[config.mk]
export PLATFORM = sky130hd
export DESIGN_NAME = dds_sweep_ctrl
export DESIGN_NICKNAME = d
export VERILOG_FILES = /design/src/rtl/dds_ctrl_pkg.sv /design/src/rtl/dds_dwell_timer.sv /design/src/rtl/dds_sweep_ctrl.sv
export SDC_FILE = /design/constraint.sdc
export NUM_CORES = 1
export LEC_CHECK = 0
export ABC_AREA = 1
export CAP_MARGIN = 40
export CORE_MARGIN = 4
export CORE_UTILIZATION = 40
export CTS_BUF_LIST = sky130_fd_sc_hd__clkbuf_4
export DETAILED_ROUTE_END_ITERATION = 7
export GPL_TIMING_DRIVEN = 1
export PLACE_DENSITY = 0.62
export SYNTH_ARGS = -nofsm -noshare
export SYNTH_HDL_FRONTEND = slang
export SYNTH_HIERARCHICAL = 1
export SYNTH_SLANG_ARGS = --single-unit
[constraint.sdc]
create_clock -name clk -period 3.6 [get_ports clk]
set_clock_uncertainty 0.05 [all_clocks]
set_input_delay 1.08 -clock clk [delete_from_list [all_inputs] [get_ports clk]]
set_output_delay 1.08 -clock clk [all_outputs]
set_load 0.02 [all_outputs]
[src/rtl/dds_ctrl_pkg.sv]
// Shared definitions for the DDS sweep controller: register map, MODE bits, FSM states.
package dds_ctrl_pkg;

  localparam logic [2:0] ADDR_START = 3'd0;
  localparam logic [2:0] ADDR_STOP  = 3'd1;
  localparam logic [2:0] ADDR_INC   = 3'd2;
  localparam logic [2:0] ADDR_DWELL = 3'd3;
  localparam logic [2:0] ADDR_MODE  = 3'd4;

  localparam int MODE_LOOP = 0;
  localparam int MODE_TRI  = 1;

  typedef enum logic [1:0] {
    IDLE  = 2'd0,
    RUN   = 2'd1,
    FINAL = 2'd2
  } state_e;

endpackage

[src/rtl/dds_dwell_timer.sv]
// Loadable dwell down-counter; a dwell of 0 is treated as 1.
// expire fires in the last enabled cycle of a dwell period.
module dds_dwell_timer #(
  parameter int W = 16
) (
  input  logic         clk,
  input  logic         rst_n,
  input  logic         load,
  input  logic         en,
  input  logic [W-1:0] dwell,
  output logic         expire
);

  localparam logic [W-1:0] ONE = W'(1);

  logic [W-1:0] cnt_q, cnt_d;

  always_comb begin
    cnt_d = cnt_q;
    if (load)
      cnt_d = (dwell == '0) ? ONE : dwell;
    else if (en && cnt_q > ONE)
      cnt_d = cnt_q - ONE;
  end

  // The counter never sits below 1, so expiry is simply "at 1 while running".
  assign expire = en && (cnt_q <= ONE);

  always_ff @(posedge clk or negedge rst_n) begin
    if (!rst_n) cnt_q <= ONE;
    else        cnt_q <= cnt_d;
  end

endmodule

[src/rtl/dds_sweep_ctrl.sv]
// Sequences the DDS step_phase word through static, chirp, sawtooth and triangle sweeps.
// Define SWEEP_PHASE_CLR_EN to add phase_clr for phase-coherent restarts at START.
module dds_sweep_ctrl
  import dds_ctrl_pkg::*;
#(
  parameter int PHASE_W = 48,
  parameter int DWELL_W = 16
) (
  input  logic               clk,
  input  logic               rst_n,
  input  logic               cfg_valid,
  output logic               cfg_ready,
  input  logic [2:0]         cfg_addr,
  input  logic [PHASE_W-1:0] cfg_data,
  input  logic               start,
  input  logic               abort,
  output logic [PHASE_W-1:0] step_phase,
  output logic               step_valid,
  output logic               busy,
  output logic               done,
  output logic               dir_down
`ifdef SWEEP_PHASE_CLR_EN
  ,
  output logic               phase_clr
`endif
);

  state_e             state_q, state_d;
  logic [PHASE_W-1:0] start_q, start_d;
  logic [PHASE_W-1:0] stop_q, stop_d;
  logic [PHASE_W-1:0] inc_q, inc_d;
  logic [DWELL_W-1:0] dwell_q, dwell_d;
  logic [1:0]         mode_q, mode_d;
  logic [PHASE_W-1:0] phase_q, phase_d;
  logic               valid_q, valid_d;
  logic               done_q, done_d;
  logic               dir_q, dir_d;
  logic               wrap_q, wrap_d;
  logic               busy_q, busy_d;
`ifdef SWEEP_PHASE_CLR_EN
  logic               clr_q, clr_d;
`endif

  logic               tmr_load, tmr_en, tmr_expire;
  logic [PHASE_W:0]   sum, dif;

  // One extra bit so carry/borrow past the word width is visible to the limit tests.
  assign sum = {1'b0, phase_q} + {1'b0, inc_q};
  assign dif = {1'b0, phase_q} - {1'b0, inc_q};

  dds_dwell_timer #(.W(DWELL_W)) u_dwell (
    .clk    (clk),
    .rst_n  (rst_n),
    .load   (tmr_load),
    .en     (tmr_en),
    .dwell  (dwell_q),
    .expire (tmr_expire)
  );

  always_comb begin
    start_d  = start_q;
    stop_d   = stop_q;
    inc_d    = inc_q;
    dwell_d  = dwell_q;
    mode_d   = mode_q;
    state_d  = state_q;
    phase_d  = phase_q;
    dir_d    = dir_q;
    wrap_d   = wrap_q;
    valid_d  = 1'b0;
    done_d   = 1'b0;
    tmr_load = 1'b0;
    tmr_en   = 1'b0;
`ifdef SWEEP_PHASE_CLR_EN
    clr_d    = 1'b0;
`endif

    if (cfg_valid && cfg_ready) begin
      case (cfg_addr)
        ADDR_START: start_d = cfg_data;
        ADDR_STOP:  stop_d  = cfg_data;
        ADDR_INC:   inc_d   = cfg_data;
        ADDR_DWELL: dwell_d = cfg_data[DWELL_W-1:0];
        ADDR_MODE:  mode_d  = cfg_data[1:0];
        default: ;
      endcase
    end

    case (state_q)
      IDLE: begin
        if (start && !abort) begin
          state_d  = RUN;
          phase_d  = start_q;
          valid_d  = 1'b1;
          dir_d    = 1'b0;
          wrap_d   = 1'b0;
          tmr_load = 1'b1;
`ifdef SWEEP_PHASE_CLR_EN
          clr_d    = 1'b1;
`endif
        end
      end

      RUN: begin
        tmr_en = 1'b1;
        if (abort) begin
          state_d = IDLE;
        end else if (tmr_expire) begin
          tmr_load = 1'b1;
          valid_d  = 1'b1;
          if (wrap_q) begin
            // Sawtooth: the frequency after a STOP clamp restarts at START.
            phase_d = start_q;
            wrap_d  = 1'b0;
`ifdef SWEEP_PHASE_CLR_EN
            clr_d   = 1'b1;
`endif
          end else if (dir_q) begin
            if (dif[PHASE_W] || dif <= {1'b0, start_q}) begin
              phase_d = start_q;
              dir_d   = 1'b0;
            end else begin
              phase_d = dif[PHASE_W-1:0];
            end
          end else if (sum >= {1'b0, stop_q}) begin
            phase_d = stop_q;
            if (!mode_q[MODE_LOOP])    state_d = FINAL;
            else if (mode_q[MODE_TRI]) dir_d   = 1'b1;
            else                       wrap_d  = 1'b1;
          end else begin
            phase_d = sum[PHASE_W-1:0];
          end
        end
      end

      FINAL: begin
        tmr_en = 1'b1;
        if (abort) begin
          state_d = IDLE;
        end else if (tmr_expire) begin
          done_d  = 1'b1;
          state_d = IDLE;
        end
      end

      default: state_d = IDLE;
    endcase

    busy_d = (state_d != IDLE);
  end

  always_ff @(posedge clk or negedge rst_n) begin
    if (!rst_n) begin
      state_q <= IDLE;
      start_q <= '0;
      stop_q  <= '0;
      inc_q   <= '0;
      dwell_q <= DWELL_W'(1);
      mode_q  <= '0;
      phase_q <= '0;
      valid_q <= 1'b0;
      done_q  <= 1'b0;
      dir_q   <= 1'b0;
      wrap_q  <= 1'b0;
      busy_q  <= 1'b0;
`ifdef SWEEP_PHASE_CLR_EN
      clr_q   <= 1'b0;
`endif
    end else begin
      state_q <= state_d;
      start_q <= start_d;
      stop_q  <= stop_d;
      inc_q   <= inc_d;
      dwell_q <= dwell_d;
      mode_q  <= mode_d;
      phase_q <= phase_d;
      valid_q <= valid_d;
      done_q  <= done_d;
      dir_q   <= dir_d;
      wrap_q  <= wrap_d;
      busy_q  <= busy_d;
`ifdef SWEEP_PHASE_CLR_EN
      clr_q   <= clr_d;
`endif
    end
  end

  assign cfg_ready  = !busy_q;
  assign step_phase = phase_q;
  assign step_valid = valid_q;
  assign busy       = busy_q;
  assign done       = done_q;
  assign dir_down   = dir_q;
`ifdef SWEEP_PHASE_CLR_EN
  assign phase_clr  = clr_q;
`endif

endmodule

==> summary.txt, run 1 <==
Floorplanning
  • Std-Cell Rows: 85
  • Core Area: 53800 sq um
  • Ports: 109
  • Die ar.: 58100 sq um
  • Initial Util: 40.3%
  • Die H: 241 um
  • Die Span X: 241 um

GRT
  • Total gr overflow: 0
  • Initial antenna violation count: 1
  • Gr usage total: 28.5%
  • Pin count of the biggest net entering global routing: 98
  • First-pass GRT wire length: 130000 um
  • Vias in the first global route: 23800

Worst setup path
  • R2R setup slack: -0.86 ns
  • RR Startpoint: step_phase[0]
  • Data arrival time of the critical path: 5.08 ns
  • R2r worst-path depth: 33
  • Slowest cell on crit path: dfrtp_2
  • Worst path bufs/invs: 6
  • Max FO, Critical Path: 5
  • Crit-path leading delay family: simple AND/OR/NAND/NOR gates
  • Startpoint type of the worst setup path: flip-flop
  • Req. time, crit path: 4.22 ns
  • Setup crit end kind: flip-flop
  • WP depth: 33
  • Critical Path Max Stage Delay: 0.41 ns
  • R2R Path End: step_phase[26]
  • CP Class: flip-flop to flip-flop

Finish
  • NumNets Final: 4375
  • Fin cells: 4869
  • Util after Layout: 59.7%
  • Design area: 32100 sq um
  • Area growth, synth to finish: 47.9%
  • Share of cells above drive strength 1: 31.7%
  • Most frequent cells in the layout: 854 x nand2_1, 610 x buf_4, 499 x inv_1
  • Most common cell after layout, fill and taps aside: nand2_1

Drt
  • WL/cell: 18.2 um
  • WL final: 88600 um
  • Pre-antenna DRT Iters: 8
  • DRT antenna net count: 0
  • Initial drt markers: 2721
  • Total number of vias: 25300
  • Drc violations: 0
  • Avg Vias per Cell: 5.20

Run status
  • Failing checks: negative setup slack
  • Status: finished with violations

Clock network
  • Clock slew at reported path FFs: 0.07 ns
  • Clock Sinks: 233
  • Worst-Skew Late Latency: 0.84 ns
  • Bufs on Longest Clock Path: 3
  • Cts bufs inserted: 69
  • CTS Root Cell: clkbuf_4
  • CTS tree: done
  • Hold_buf cts: 0
  • H-tree levels: 3

Place
  • Port bufs: 108
  • Final Wtd Congestion: 1.04
  • Dpl cells: 4665
  • Post-DP Area: 27600 sq um
  • Detailed Place HPWL: 65500 um

Synthesis
  • Main flop type after synthesis: dfrtp_1
  • Synth Register Bits: 233
  • Yosys warns: 6
  • Post-synth EDFFs: 0
  • Synthesized area: 21700 sq um
  • Distinct cell type count of the synthesized netlist: 58
  • Seq/Total Area, Yosys: 26.9%
  • Synthesized instance count: 3400
  • Asr flop ratio synth: 100%
  • Syn_nets: 3656
  • Syn avg cell area: 6.38 sq um

Job
  • Max cap viols: 0

Timing
  • Unrepaired setup endpoints after global routing: yes
  • Tcrit/Tclk final: 124%
  • Hold Fails Final Rpt: 0
  • Max_slew headroom: 51.4%
  • # setup viols final: 53
  • Worst-Margin Slew: 0.728 ns
  • Final WS setup: -0.858 ns
  • Fin crit period: 4.46 ns
  • Max Clock Freq: 224 MHz
  • Slew Viols, Final: 0
  • Setup TNS: -40.79 ns

Worst hold path
  • Worst min-delay path class: primary input to asynchronous set/reset pin
metal layers:
layer	vias to the layer above	part of all wire, %	GRT usage (%)
met1	11800	44	40.2
met5	-	0	0
li1	12200	-	-
met3	218	8.5	4.19
met4	0	3.7	9.30
met2	1119	44	45.4
worst max-delay path by stage:
stage	startpoint	end	slack, ns
after floorplan	step_phase[0]	step_phase[20]	-0.20
after global placement	inc_q[27]	busy	-1.25
after detailed placement	inc_q[27]	step_phase[4]	-1.26
after CTS	step_phase[7]	busy	-0.79
after global routing	inc_q[31]	step_phase[31]	-1.05
final	step_phase[0]	step_phase[26]	-0.86
cells in the mapped netlist, drive strengths merged (26+ instances only):
| master | count | area, sq um |
|---|---|---|
| nand4 | 45 | 282 |
| dfrtp | 231 | 5780 |
| nand2 | 967 | 3700 |
| nand3 | 250 | 1290 |
| nor2 | 356 | 1360 |
| ha | 198 | 2480 |
| clkbuf | 42 | 163 |
| inv | 544 | 2040 |
| xor2 | 68 | 596 |
| o21ai | 269 | 1350 |
| nor3 | 26 | 146 |
| a21oi | 226 | 1140 |
| buf | 67 | 473 |
flip-flops by register name (all words and copies together), names as in the netlist:
register / flops
busy: 1
dwell_q: 16
start_q: 48
wrap_q: 1
u_dwell/cnt_q: 16
stop_q: 48
state_q: 2
dir_down: 1
done: 1
step_phase: 48
step_valid: 1
inc_q: 48
mode_q: 2
layout make-up:
class                      instances  area [sq um]
clock inverter                    25           176
antenna                            1          2.50
clock buffer                      99           743
sequential                       233          5840
multi-input combinational       2496         15800
timing repair buffer             771          6600
tap                              696           871
inverter                         548          2080
fill                            4946         21700
logic make-up (layout without fill, tap and decap cells):
group           after synthesis  in the layout  share of synthesized area (%)
flops                       233            233                           26.9
buf+inv                     671           1443                           13.1
xor+xnor                     70             70                           2.82
compound gates              544            544                           13.1
fa+ha+maj                   200            200                           11.6
other cells                   0              1                              0
simple gates               1682           1682                           32.5
per-stage QoR:
stage               hold WS, ns  worst slack [ns]
finish                    0.194            -0.858
CTS                       0.154            -0.787
detailed placement        0.419             -1.26
floorplan                 0.403            -0.195
global route              0.193             -1.05
global placement          0.415             -1.25
repair_timing:
item | 4_1_cts | 5_1_grt
hold endpoints to repair | 0 | 0
resized for setup | 209 | 455
endpoints found under the setup margin | 53 | 53
pin swaps | 35 | 132
setup buffers | 34 | 34
gates cloned | 4 | 8
Power of run 1 is not shown: default switching activity piles up to over one toggle a cycle in this logic, so the estimate is an artifact.
==> inputs of run 2 (changes only) <==
--- a/config.mk
+++ b/config.mk
@@ -13,6 +13,7 @@
 export DETAILED_ROUTE_END_ITERATION = 7
 export GPL_TIMING_DRIVEN = 1
 export PLACE_DENSITY = 0.62
+export SKIP_LAST_GASP = 1
 export SYNTH_ARGS = -nofsm -noshare
 export SYNTH_HDL_FRONTEND = slang
 export SYNTH_HIERARCHICAL = 1
==> summary.txt, run 2 (synthesis gave the netlist of run 1 again) <==
Drt
  • Total number of vias: 25100
  • Avg Vias per Cell: 5.16
  • Drc violations: 0
  • Pre-antenna DRT Iters: 6
  • WL final: 88400 um
  • WL/cell: 18.2 um
  • Initial drt markers: 2516
  • DRT antenna net count: 0

Place
  • Detailed Place HPWL: 65500 um
  • Final Wtd Congestion: 1.04
  • Dpl cells: 4665
  • Port bufs: 108

Worst setup path
  • CP startpoint: step_phase[0]
  • Max FO, Critical Path: 7
  • Data arrival time of the critical path: 5.09 ns
  • Startpoint type of the worst setup path: flip-flop
  • Critical Path Max Stage Delay: 0.41 ns
  • Req. time, crit path: 4.24 ns
  • RR Startpoint: step_phase[0]
  • Slowest cell on crit path: dfrtp_2
  • Setup crit end kind: flip-flop
  • CP Class: flip-flop to flip-flop
  • R2R setup slack: -0.85 ns

Timing
  • Setup TNS: -41.44 ns
  • Fin crit period: 4.45 ns
  • Tcrit/Tclk final: 124%
  • Max Clock Freq: 225 MHz
  • Final hold slack: 0.196 ns
  • Hold Fails Final Rpt: 0
  • # setup viols final: 53
  • Unrepaired setup endpoints after global routing: yes
  • Slew Viols, Final: 0
  • Worst-Margin Slew: 0.723 ns
  • Final WS setup: -0.853 ns
  • Max_slew headroom: 51.7%

Clock network
  • Hold_buf cts: 0
  • Worst-Skew Late Latency: 0.85 ns
  • Clock Sinks: 233
  • CTS Root Cell: clkbuf_4
  • Cts bufs inserted: 69
  • CTS tree: done
  • Clock slew at reported path FFs: 0.07 ns
  • H-tree levels: 3
  • Bufs on Longest Clock Path: 3

Finish
  • Most common cell after layout, fill and taps aside: nand2_1
  • Multi-input logic area: 15600 sq um
  • FF+latch area: 5840 sq um
  • Area growth, synth to finish: 47.1%
  • NumNets Final: 4379
  • Filler Cells Inserted: 5013
  • Fin cells: 4873
  • Share of cells above drive strength 1: 31.2%
  • Most frequent cells in the layout: 857 x nand2_1, 615 x buf_4, 501 x inv_1
  • Util after Layout: 59.3%

Floorplanning
  • Initial Util: 40.3%
  • Ports: 109
  • Die Span X: 241 um
  • Std-Cell Rows: 85
  • Core Area: 53800 sq um
  • Die ar.: 58100 sq um
  • Die H: 241 um

Worst hold path
  • Worst min-delay path class: primary input to asynchronous set/reset pin

Run status
  • Failing checks: negative setup slack
  • Status: finished with violations

Job
  • Max cap viols: 0

GRT
  • First-pass GRT wire length: 130000 um
  • Initial antenna violation count: 1
  • Total gr overflow: 0
  • Vias in the first global route: 23800
  • Gr usage total: 28.5%
  • Pin count of the biggest net entering global routing: 98
## run 2: layer usage
layer | part of all wire [%] | routed length, um | GRT usage [%]
met1 | 44 | 38600 | 40.0
met2 | 44 | 39100 | 45.3
met3 | 8.4 | 7400 | 4.37
met4 | 3.8 | 3360 | 9.46
met5 | 0 | 0 | 0
## run 2: through the flow
stage | area (sq um) | setup slack, ns
floorplan | 21800 | -0.195
global placement | 27600 | -1.25
detailed placement | 27600 | -1.26
CTS | 29700 | -0.793
global route | 31900 | -1.03
finish | 31900 | -0.853
## run 2: cell type report
type	count	area share (%)
multi-input combinational	2497	49.0
timing repair buffer	774	20.6
sequential	233	18.3
inverter	548	6.50
tap	696	2.73
clock buffer	99	2.33
clock inverter	25	0.553
antenna	1	0.00784
## run 2: worst paths after layout
path                               endpoint  cells past startpoint
max                          step_phase[20]                     33
min                          step_phase[33]                      1
max reg2reg                  step_phase[20]                     33
min reg2reg                u_dwell/cnt_q[0]                      2
max in group asynchronous  u_dwell/cnt_q[0]                      2
min in group clk           u_dwell/cnt_q[0]                      2
## run 2: critical path, delay by kind of cell (launching register included)
family / cells / cell delay, ns
AND/OR/NAND/NOR: 22 / 2.03
adder cells (fa/ha/maj): 3 / 0.75
buffers and inverters: 6 / 0.62
flip-flops: 1 / 0.41
XOR/XNOR: 1 / 0.24
AO/OA/AOI/OAI: 1 / 0.18
## run 2: what timing repair did
item,4_1_cts,5_1_grt
pin swaps,30,129
gates cloned,4,8
setup buffers,34,41
gates resized for setup,189,443
endpoints found under the setup margin,53,53
Power of run 2 is left out for the same reason.
